[src/rtl/fetch_queue_pkg.sv]
// Shared types and helpers for the fetch queue: FSM state encoding,
// queue entry layout and counter width helper.
package fetch_queue_pkg;

  // Default instruction / PC width of the fetch front end
  localparam int FQ_XLEN = 16;

  // Fetch FSM states
  typedef enum logic [1:0] {
    S_IDLE,
    S_ISSUE,
    S_WAIT
  } fq_state_e;

  // One buffered instruction together with the PC it was fetched from
  typedef struct packed {
    logic [FQ_XLEN-1:0] pc;
    logic [FQ_XLEN-1:0] instr;
  } fq_entry_t;

  // Occupancy counters need one extra bit to represent a full queue
  function automatic int fq_cnt_w(input int depth);
    return $clog2(depth) + 1;
  endfunction

endpackage

[src/rtl/fetch_queue_fifo.sv]
// Circular buffer holding fetched {pc, instr} pairs for the fetch queue.
// Read/write pointers wrap naturally because DEPTH is a power of two;
// a synchronous flush empties the buffer in one cycle.
module fetch_queue_fifo
  import fetch_queue_pkg::*;
#(
  parameter int XLEN  = FQ_XLEN,
  parameter int DEPTH = 4,
  localparam int CNT_W = fq_cnt_w(DEPTH)
) (
  input  logic             clk,
  input  logic             rst,
  input  logic             flush,
  input  logic             push,
  input  logic [XLEN-1:0]  push_pc,
  input  logic [XLEN-1:0]  push_instr,
  input  logic             pop,
  output logic [XLEN-1:0]  head_pc,
  output logic [XLEN-1:0]  head_instr,
  output logic [CNT_W-1:0] count
);

  localparam int PTR_W = $clog2(DEPTH);

  logic [XLEN-1:0]  pc_mem    [DEPTH];
  logic [XLEN-1:0]  instr_mem [DEPTH];
  logic [PTR_W-1:0] wr_ptr;
  logic [PTR_W-1:0] rd_ptr;

  // Pointer and occupancy bookkeeping; reset and flush both empty the queue
  always_ff @(posedge clk) begin
    if (!rst || flush) begin
      wr_ptr <= '0;
      rd_ptr <= '0;
      count  <= '0;
    end else begin
      if (push) begin
        wr_ptr <= wr_ptr + PTR_W'(1);
      end
      if (pop) begin
        rd_ptr <= rd_ptr + PTR_W'(1);
      end
      case ({push, pop})
        2'b10:   count <= count + CNT_W'(1);
        2'b01:   count <= count - CNT_W'(1);
        default: count <= count;
      endcase
    end
  end

  // Entry storage is not reset; an empty queue never exposes its contents
  always_ff @(posedge clk) begin
    if (push) begin
      pc_mem[wr_ptr]    <= push_pc;
      instr_mem[wr_ptr] <= push_instr;
    end
  end

  assign head_pc    = pc_mem[rd_ptr];
  assign head_instr = instr_mem[rd_ptr];

endmodule

[src/rtl/fetch_queue.sv]
// Fetch front end: owns the PC, issues one request at a time to a
// latency-tolerant instruction memory and buffers returned words for decode.
// A redirect flushes the queue and toggles the epoch so the response of a
// request issued before the redirect is discarded.
// Optional build macro FETCH_QUEUE_PERF_EN adds saturating stall/flush counters.
module fetch_queue
  import fetch_queue_pkg::*;
#(
  parameter int              XLEN     = FQ_XLEN,
  parameter int              DEPTH    = 4,
  parameter int              PC_STEP  = 2,
  parameter logic [XLEN-1:0] RESET_PC = '0
) (
  input  logic            clk,
  input  logic            rst,
  input  logic            halt_sys,
  input  logic            redirect_valid,
  input  logic [XLEN-1:0] redirect_pc,
  output logic            imem_req,
  output logic [XLEN-1:0] imem_addr,
  input  logic            imem_rvalid,
  input  logic [XLEN-1:0] imem_rdata,
  output logic            dec_valid,
  input  logic            dec_ready,
  output logic [XLEN-1:0] dec_instr,
  output logic [XLEN-1:0] dec_pc
`ifdef FETCH_QUEUE_PERF_EN
  ,
  output logic [31:0]     perf_stall_cnt,
  output logic [15:0]     perf_flush_cnt
`endif
);

  localparam int CNT_W = fq_cnt_w(DEPTH);

  fq_state_e        state;
  fq_state_e        state_nxt;
  logic [XLEN-1:0]  pc;
  logic [XLEN-1:0]  req_pc;
  logic             outstanding;
  logic             epoch;
  logic             req_epoch;
  logic             issue;
  logic             resp_take;
  logic             resp_push;
  logic             pop;
  logic [CNT_W-1:0] count;
  logic [XLEN-1:0]  head_pc;
  logic [XLEN-1:0]  head_instr;

  // A queue slot is reserved at issue time, so a request only goes out when
  // the queue has room for its response.
  assign issue     = rst && (state == S_ISSUE) && !halt_sys && !redirect_valid
                     && (count < CNT_W'(DEPTH));
  assign resp_take = outstanding && imem_rvalid;
  assign resp_push = resp_take && (req_epoch == epoch) && !redirect_valid;
  assign pop       = dec_valid && dec_ready && !redirect_valid;

  assign imem_req  = issue;
  assign imem_addr = pc;
  assign dec_valid = (count != '0);
  assign dec_instr = dec_valid ? head_instr : '0;
  assign dec_pc    = dec_valid ? head_pc    : '0;

  // Next-state logic for the single-outstanding-request fetch FSM
  always_comb begin
    state_nxt = state;
    case (state)
      S_IDLE: begin
        state_nxt = S_ISSUE;
      end
      S_ISSUE: begin
        if (issue) begin
          state_nxt = S_WAIT;
        end
      end
      S_WAIT: begin
        if (resp_take) begin
          state_nxt = S_ISSUE;
        end
      end
      default: begin
        state_nxt = S_IDLE;
      end
    endcase
  end

  // State, PC, epoch and outstanding-request tracking; redirect wins over issue
  always_ff @(posedge clk) begin
    if (!rst) begin
      state       <= S_IDLE;
      pc          <= RESET_PC;
      epoch       <= 1'b0;
      outstanding <= 1'b0;
      req_epoch   <= 1'b0;
      req_pc      <= '0;
    end else begin
      state <= state_nxt;
      if (redirect_valid) begin
        pc    <= redirect_pc;
        epoch <= ~epoch;
      end else if (issue) begin
        pc <= pc + XLEN'(PC_STEP);
      end
      if (issue) begin
        outstanding <= 1'b1;
        req_epoch   <= epoch;
        req_pc      <= pc;
      end else if (resp_take) begin
        outstanding <= 1'b0;
      end
    end
  end

  fetch_queue_fifo #(
    .XLEN  (XLEN),
    .DEPTH (DEPTH)
  ) u_fifo (
    .clk        (clk),
    .rst        (rst),
    .flush      (redirect_valid),
    .push       (resp_push),
    .push_pc    (req_pc),
    .push_instr (imem_rdata),
    .pop        (pop),
    .head_pc    (head_pc),
    .head_instr (head_instr),
    .count      (count)
  );

`ifdef FETCH_QUEUE_PERF_EN
  // Saturating counters of decode back-pressure cycles and redirects
  always_ff @(posedge clk) begin
    if (!rst) begin
      perf_stall_cnt <= '0;
      perf_flush_cnt <= '0;
    end else begin
      if (dec_valid && !dec_ready && (perf_stall_cnt != '1)) begin
        perf_stall_cnt <= perf_stall_cnt + 32'd1;
      end
      if (redirect_valid && (perf_flush_cnt != '1)) begin
        perf_flush_cnt <= perf_flush_cnt + 16'd1;
      end
    end
  end
`endif

endmodule

[config.mk]
export PLATFORM = sky130hd
export DESIGN_NAME = fetch_queue
export DESIGN_NICKNAME = d
export VERILOG_FILES = /design/src/rtl/fetch_queue_pkg.sv /design/src/rtl/fetch_queue_fifo.sv /design/src/rtl/fetch_queue.sv
export SDC_FILE = /design/constraint.sdc
export NUM_CORES = 1
export LEC_CHECK = 0
export ABC_AREA = 1
export CORE_UTILIZATION = 25
export DETAILED_ROUTE_END_ITERATION = 8
export GPL_TIMING_DRIVEN = 1
export SLEW_MARGIN = 10
export SYNTH_ARGS = -nofsm -noshare
export SYNTH_HDL_FRONTEND = slang
export SYNTH_HIERARCHICAL = 1
export SYNTH_SLANG_ARGS = --single-unit
[constraint.sdc]
create_clock -name clk -period 2.55 [get_ports clk]
set_input_delay 0.255 -clock clk [delete_from_list [all_inputs] [get_ports clk]]
set_output_delay 0.255 -clock clk [all_outputs]
set_load 0.01 [all_outputs]
==> results of run 1 <==
## cell usage after synthesis
master    instances
o22ai_1          32
clkbuf_1          6
dfxtp_1          46
nand2_2           1
inv_8             1
inv_2             2
inv_1            74
a31oi_2           1
nor2_1          125
inv_6             1
o211a_1           1
clkinv_1          1
nor3_1            1
buf_6            14
nand2_4           2
o21bai_1          1
nand2_1          92
nand3_2           2
o21ai_1          32
nor2_4            1
o21ai_0          46
nand4_1           4
xor2_1            5
clkinv_2          1
nand3b_1          1
nor2_2            2
nand3_1          25
ha_1              6
a211oi_1          1
edfxtp_1        128
a22oi_1           1
xnor2_1           2
a21oi_1          30
buf_4             3
buf_2             9
nor3_2            1
fa_1              1
## routing by layer
metal / wire (µm) / track usage, %
met3: 929 / 3.05
met4: 199 / 3.10
met2: 7810 / 18.6
met5: 0 / 0
met1: 8180 / 15.5
## power groups by stage
stage / registers (W) / clock network, W / logic [W]
6_report: 0.00308 / 0.00261 / 0.000237
2_1_floorplan: 0.00314 / 0 / 0.000104
3_3_place_gp: 0.00314 / 0 / 0.000234
5_1_grt: 0.00308 / 0.00279 / 0.000263
4_1_cts: 0.00308 / 0.00266 / 0.000239
3_5_place_dp: 0.00314 / 0 / 0.000237
## stage by stage
stage / cells / area, µm² / power, W
2_1_floorplan: 702 / 7330 / 0.00324
3_3_place_gp: 1162 / 8660 / 0.00338
3_5_place_dp: 1162 / 8660 / 0.00338
4_1_cts: 1195 / 9290 / 0.00598
5_1_grt: 1196 / 9320 / 0.00613
6_report: 1196 / 9320 / 0.00593
## flip-flops by register name, indices dropped and copies added, names as in the netlist, 2 cells and up, named ones only
signal,count
state,2
u_fifo/instr_mem,64
u_fifo/count,3
imem_addr,16
u_fifo/pc_mem,64
req_pc,16
u_fifo/wr_ptr,2
u_fifo/rd_ptr,2
## worst register-to-register path, delay by kind of cell (launching register included)
kind | cells | cell delay (ns)
AND/OR/NAND/NOR | 5 | 0.29
XOR/XNOR | 1 | 0.16
buffers and inverters | 4 | 0.31
flip-flops | 1 | 0.39
adder cells (fa/ha/maj) | 2 | 0.56
## cell families after synthesis
logic type	count (synthesis)	share of synthesized area, %
flops	174	65.0
buf+inv	112	7.67
compound gates	145	10.7
fa+ha+maj	7	1.30
xor+xnor	7	0.837
simple gates	257	14.5
## layout make-up
cell class	count	area (µm²)	area share, %
Clock inverter	14	169	1.81
Sequential cell	174	4770	51.2
Multi-Input combinational cell	416	2010	21.5
Tap cell	384	480	5.15
Timing Repair Buffer	110	1150	12.3
Clock buffer	18	429	4.60
Inverter	80	319	3.42
## worst paths after layout
path                                      from               to  slack, ns  cells past startpoint
worst max register to register           epoch  u_fifo/count[2]       0.74                     12
worst min-delay path            redirect_pc[0]     imem_addr[0]       0.43                      3
worst max-delay path                 flip-flop        dec_pc[0]       0.12                      6
worst min register to register     outstanding      outstanding       0.47                      2
## timing repair
item | 4_1_cts | 5_1_grt
hold endpoints to repair | 0 | 0
gates resized for setup | 2 | 3
gates cloned | 1 | 1
hold buffers | 0 | 0
endpoints found under the setup margin | 10 | 18
==> out/qor.csv, run 1 <==
stage,metric,value,unit
setup_path,path_class,flip-flop to output port,
routing,drc,0,
outcome,status,finished clean,
routing,drtAntennaViolNets,0,
yosys,avgSynthCellArea,10.4,µm²
sta,whs,0.432,ns
power,p_sw_share,20.7,%
sta,finClkSkew,0.00658,ns
setup_path,cp.buffers_inverters,3,
finish,nets,844,
yosys,yosysTopAreaCellShare,52.5,%
grt,grt_pass1_wl,27.2,mm
floorplanning,die_w,173,µm
cts,cts_tree,done,
finish,fin_util,32.4,%
floorplanning,boundaryPins,88,
yosys,ys_seq_elements,174,
finish,layout_common_cells,"edfxtp_1 (128), nor2_1 (125), nand2_1 (92), clkdlybuf4s50_1 (86), inv_1 (74)",
sta,tns,0,ns
power,max-vdd-ir-drop,0.483,mV
sta,period_share,95.2,%
grt,grt_max_degree,65,
sta,fmax,412,MHz
floorplanning,start_util,25.5,%
setup_path,cp-end-kind,output port,
floorplanning,dieArea,0.0300,mm²
sta,final_hold_viol_count,0,
power,p_sw,0.00123,W
cts,clk-insertion-delay-late,0.42,ns
yosys,syn_inst,702,
flow_run,max_cap_viol_count,0,
setup_path,start_kind,flip-flop,
cts,cts_setup_buffers,0,
setup_path,required,2.30,ns
power,pwr-share-clk,44.1,%
grt,grt.overflow.total,0,
setup_path,crit_fanout,15,
power,p_int,0.00471,W
cts,cts_buffer_depth,2,
finish,final_common_cell,edfxtp_1,
sta,postLayoutSetupSlackWorst,0.123,ns
setup_path,path_delay_family,buffers and inverters,
setup_path,crit_path_cell_trace,"buf_12, o21ai_0, o22ai_1, inv_1, nor2_1, clkdlybuf4s50_1",
routing,drt_iter0_markers,319,
yosys,ys_types,37,
routing,first_pass_iters,5,
grt,first_global_vias,5045,
finish,n_fill_cell,2897,
yosys,synth-seq-area-share,65.0,%
sta,worst_pin_slew,0.388,ns
place,dp_hpwl,10.8,mm
grt,grt_usage,11.6,%
cts,numCtsBuffers,17,
sta,finalCriticalPeriod,2.43,ns
setup_path,crit_arrival,2.17,ns
finish,layout-drive-gt1-share,8.74,%
power,power_density,636,mW/mm²
cts,cts.sinks,174,
yosys,syn_nets,747,
floorplanning,die_h,173,µm
floorplanning,rows,62,
cts,clkSlewWorstSetupHoldPaths,0.06,ns
yosys,synth_top_cell_by_area,edfxtp_1,
yosys,synth_area_leaders,"edfxtp_1 (52%), dfxtp_1 (13%), nor2_1 (6.4%), nand2_1 (4.7%), inv_1 (3.8%)",
routing,wl,17.1,mm
sta,slew_headroom,74.0,%
routing,via_count,5129,
floorplanning,core_area,0.0288,mm²
place,gp_congestion,0.832,
power,power_leakage,3.50,nW
yosys,ys_warn_count,6,
routing,wl_per_cell,14.3,µm
power,p_seq_share,51.9,%
sta,setup-violations-final,0,
power,p_comb_share,4.0,%
finish,antenna_cells,0,
sta,rsz0062_at_grt,yes,
grt,antenna_found_initial,0,
place,io_buffers,87,
hold_path,hp-class,primary input to flip-flop,
place,placement.setup.worst_slack,0.335,ns
yosys,netlist_area,0.00733,mm²
cts,h-tree-depth,4,
sta,slew_viol_final,0,
setup_path,crit_path_max_incr_delay,0.57,ns
routing,drt-vias-per-instance,4.29,
setup_path,cp_slowest_cell,clkdlybuf4s50_1,
cts,cts_root_buffer,clkbuf_16,
finish,area.growth.synth_to_final,27.2,%
(Power assumes the default switching activity.)
==> inputs of run 2 (changes only) <==
Settings changed: CORE_MARGIN from default to 4, CORE_UTILIZATION 25 to 56, PLACE_DENSITY from default to 0.8.
==> run 2 against run 1 <==
Compared with the run above: combinational power decreased by 2%; critical path type unchanged; largest cell class unchanged; die area decreased by 50%; register-to-register slack got worse by 0.06 ns; highest routed layer unchanged; total power increased by 1.7%; via count increased by 2.3%; hold slack improved by 0.011 ns; final cell count decreased by 18%; count of clock-buffer cells in the layout increased by 1; sequential power about the same.
==> out/qor.csv, run 2 (synthesis gave the netlist of run 1 again) <==
stage,metric,value,unit
outcome,status,finished clean,
floorplanning,start_util,57.6,%
routing,drt-vias-per-instance,5.36,
setup_path,cp-end-kind,output port,
routing,drtAntennaViolNets,0,
setup_path,cp_common_cell,nor2_1,
finish,layout-drive-gt1-share,8.17,%
sta,worst_pin_slew,0.400,ns
cts,h-tree-depth,4,
cts,cts_hold_buffers,0,
sta,rsz0062_at_grt,yes,
floorplanning,rows,41,
finish,n_fill_cell,918,
cts,clkSlewWorstSetupHoldPaths,0.06,ns
floorplanning,core_area,0.0127,mm²
grt,first_global_vias,5156,
finish,top_regs,"u_fifo/instr_mem: 64 flops, u_fifo/pc_mem: 64 flops",
hold_path,hold_end,imem_addr[3],
setup_path,path_delay_family,buffers and inverters,
setup_path,reg2reg_depth,12,
floorplanning,die_w,122,µm
setup_path,r2r_slack,0.68,ns
sta,setup-violations-final,0,
setup_path,crit_path_cell_trace,"inv_12, nor2_1, o22ai_1, inv_1, nor2_1, clkdlybuf4s50_1",
cts,cts_root_buffer,clkbuf_16,
finish,nets,840,
place,dp_cells,947,
sta,finClkSkew,0.00987,ns
setup_path,worst_r2r_endpoint,u_fifo/count[2],
setup_path,cp_slowest_cell,clkdlybuf4s50_1,
cts,cts.sinks,174,
routing,drc,0,
hold_path,hold_depth,3,
hold_path,hp-start,redirect_pc[3],
floorplanning,die_h,122,µm
place,gp_congestion,0.847,
cts,cts_tree,done,
finish,layout_common_cells,"edfxtp_1 (128), nor2_1 (125), nand2_1 (92), clkdlybuf4s50_1 (87), inv_1 (74)",
finish,area.growth.synth_to_final,23.1,%
grt,grt_pass1_wl,25.0,mm
cts,cts_buffer_depth,2,
setup_path,crit_arrival,2.24,ns
routing,via_count,5248,
place,dp_hpwl,9.70,mm
setup_path,required,2.30,ns
setup_path,cp.buffers_inverters,3,
setup_path,path_class,flip-flop to output port,
sta,tns,0,ns
finish,antenna_cells,0,
setup_path,crit_path_max_incr_delay,0.59,ns
power,power_leakage,3.46,nW
grt,grt.overflow.total,0,
sta,final_hold_viol_count,0,
place,io_buffers,87,
sta,fmax,401,MHz
finish,layoutNonFillerInstCount,980,
floorplanning,dieArea,0.0150,mm²
setup_path,crit_fanout,64,
cts,numCtsBuffers,17,
power,power_density,669,mW/mm²
routing,wl_per_cell,15.9,µm
finish,final_common_cell,edfxtp_1,
floorplanning,boundaryPins,88,
sta,slew_viol_final,0,
cts,clk-insertion-delay-late,0.43,ns
routing,first_pass_iters,5,
setup_path,r2r-start,epoch,
sta,slew_headroom,73.2,%
grt,grt_usage,21.7,%
place,placed_area,0.00837,mm²
grt,antenna_found_initial,0,
flow_run,max_cap_viol_count,0,
routing,wl,15.6,mm
sta,finalCriticalPeriod,2.50,ns
setup_path,start_kind,flip-flop,
grt,grt_max_degree,65,
routing,drt_iter0_markers,523,
hold_path,hp-class,primary input to flip-flop,
finish,finalInstanceArea,0.00902,mm²
power,max-vdd-ir-drop,0.542,mV
sta,period_share,97.9,%
-- run 2: cell types whose count changed in the layout (fill, tap and decap cells not counted), sizes merged --
cell	delta
clkinv	-4
buf	-3
inv	+2
bufinv	+1
clkdlybuf4s50	+1
dlymetal6s2s	-1
-- run 2: where the power goes --
group	switching (W)	internal, W
clock	0.00105	0.00167
combinational	0.000114	0.000119
sequential	0.0000337	0.00304
-- run 2: final cells by class --
type,instances,area [µm²],share of cell area (%)
Clock buffer,19,443,4.91
Clock inverter,13,188,2.08
Inverter,80,320,3.55
Multi-Input combinational cell,416,2010,22.3
Sequential cell,174,4770,52.8
Tap cell,172,215,2.39
Timing Repair Buffer,106,1080,12.0
-- run 2: how the worst max path moves through the flow --
stage / from / endpoint / slack [ns] / cells past startpoint
after floorplan: redirect_valid / u_fifo/instr_mem[0][0] / 0.52 / 5
after global placement: redirect_valid / u_fifo/count[2] / 0.35 / 13
after detailed placement: redirect_valid / u_fifo/count[2] / 0.27 / 13
after CTS: flip-flop / dec_instr[1] / -0.003 / 6
after global routing: flip-flop / dec_pc[9] / -0.04 / 6
final: flip-flop / dec_pc[9] / 0.05 / 6
-- run 2: per-layer routing --
metal	routed length (µm)	track usage (%)	vias to the layer above
li1	-	-	2572
met1	6620	27.8	2460
met2	7740	36.4	198
met3	1000	5.21	18
met4	198	7.56	0
met5	0	0	-
-- run 2: timing repair --
item                                    CTS  global route
pin swaps                                 0             0
buffers inserted                          0             1
gates cloned                              0             0
endpoints found under the setup margin   25            20
resized for setup                         2             2
-- run 2: worst min-delay path, delay by kind of cell --
kind | cells | cell delay (ns)
compound gates | 1 | 0.08
buf+inv | 1 | 0.40
simple gates | 1 | 0.08
-- run 2: per-stage QoR --
step	hold slack (ns)	worst slack, ns	power [W]	util (%)
CTS	0.424	-0.00274	0.00607	70.8
global route	0.453	-0.0401	0.00624	70.9
detailed placement	0.450	0.270	0.00337	65.8
floorplan	0.354	0.522	0.00324	-
global placement	0.442	0.353	0.00336	65.8
finish	0.443	0.0540	0.00603	70.9
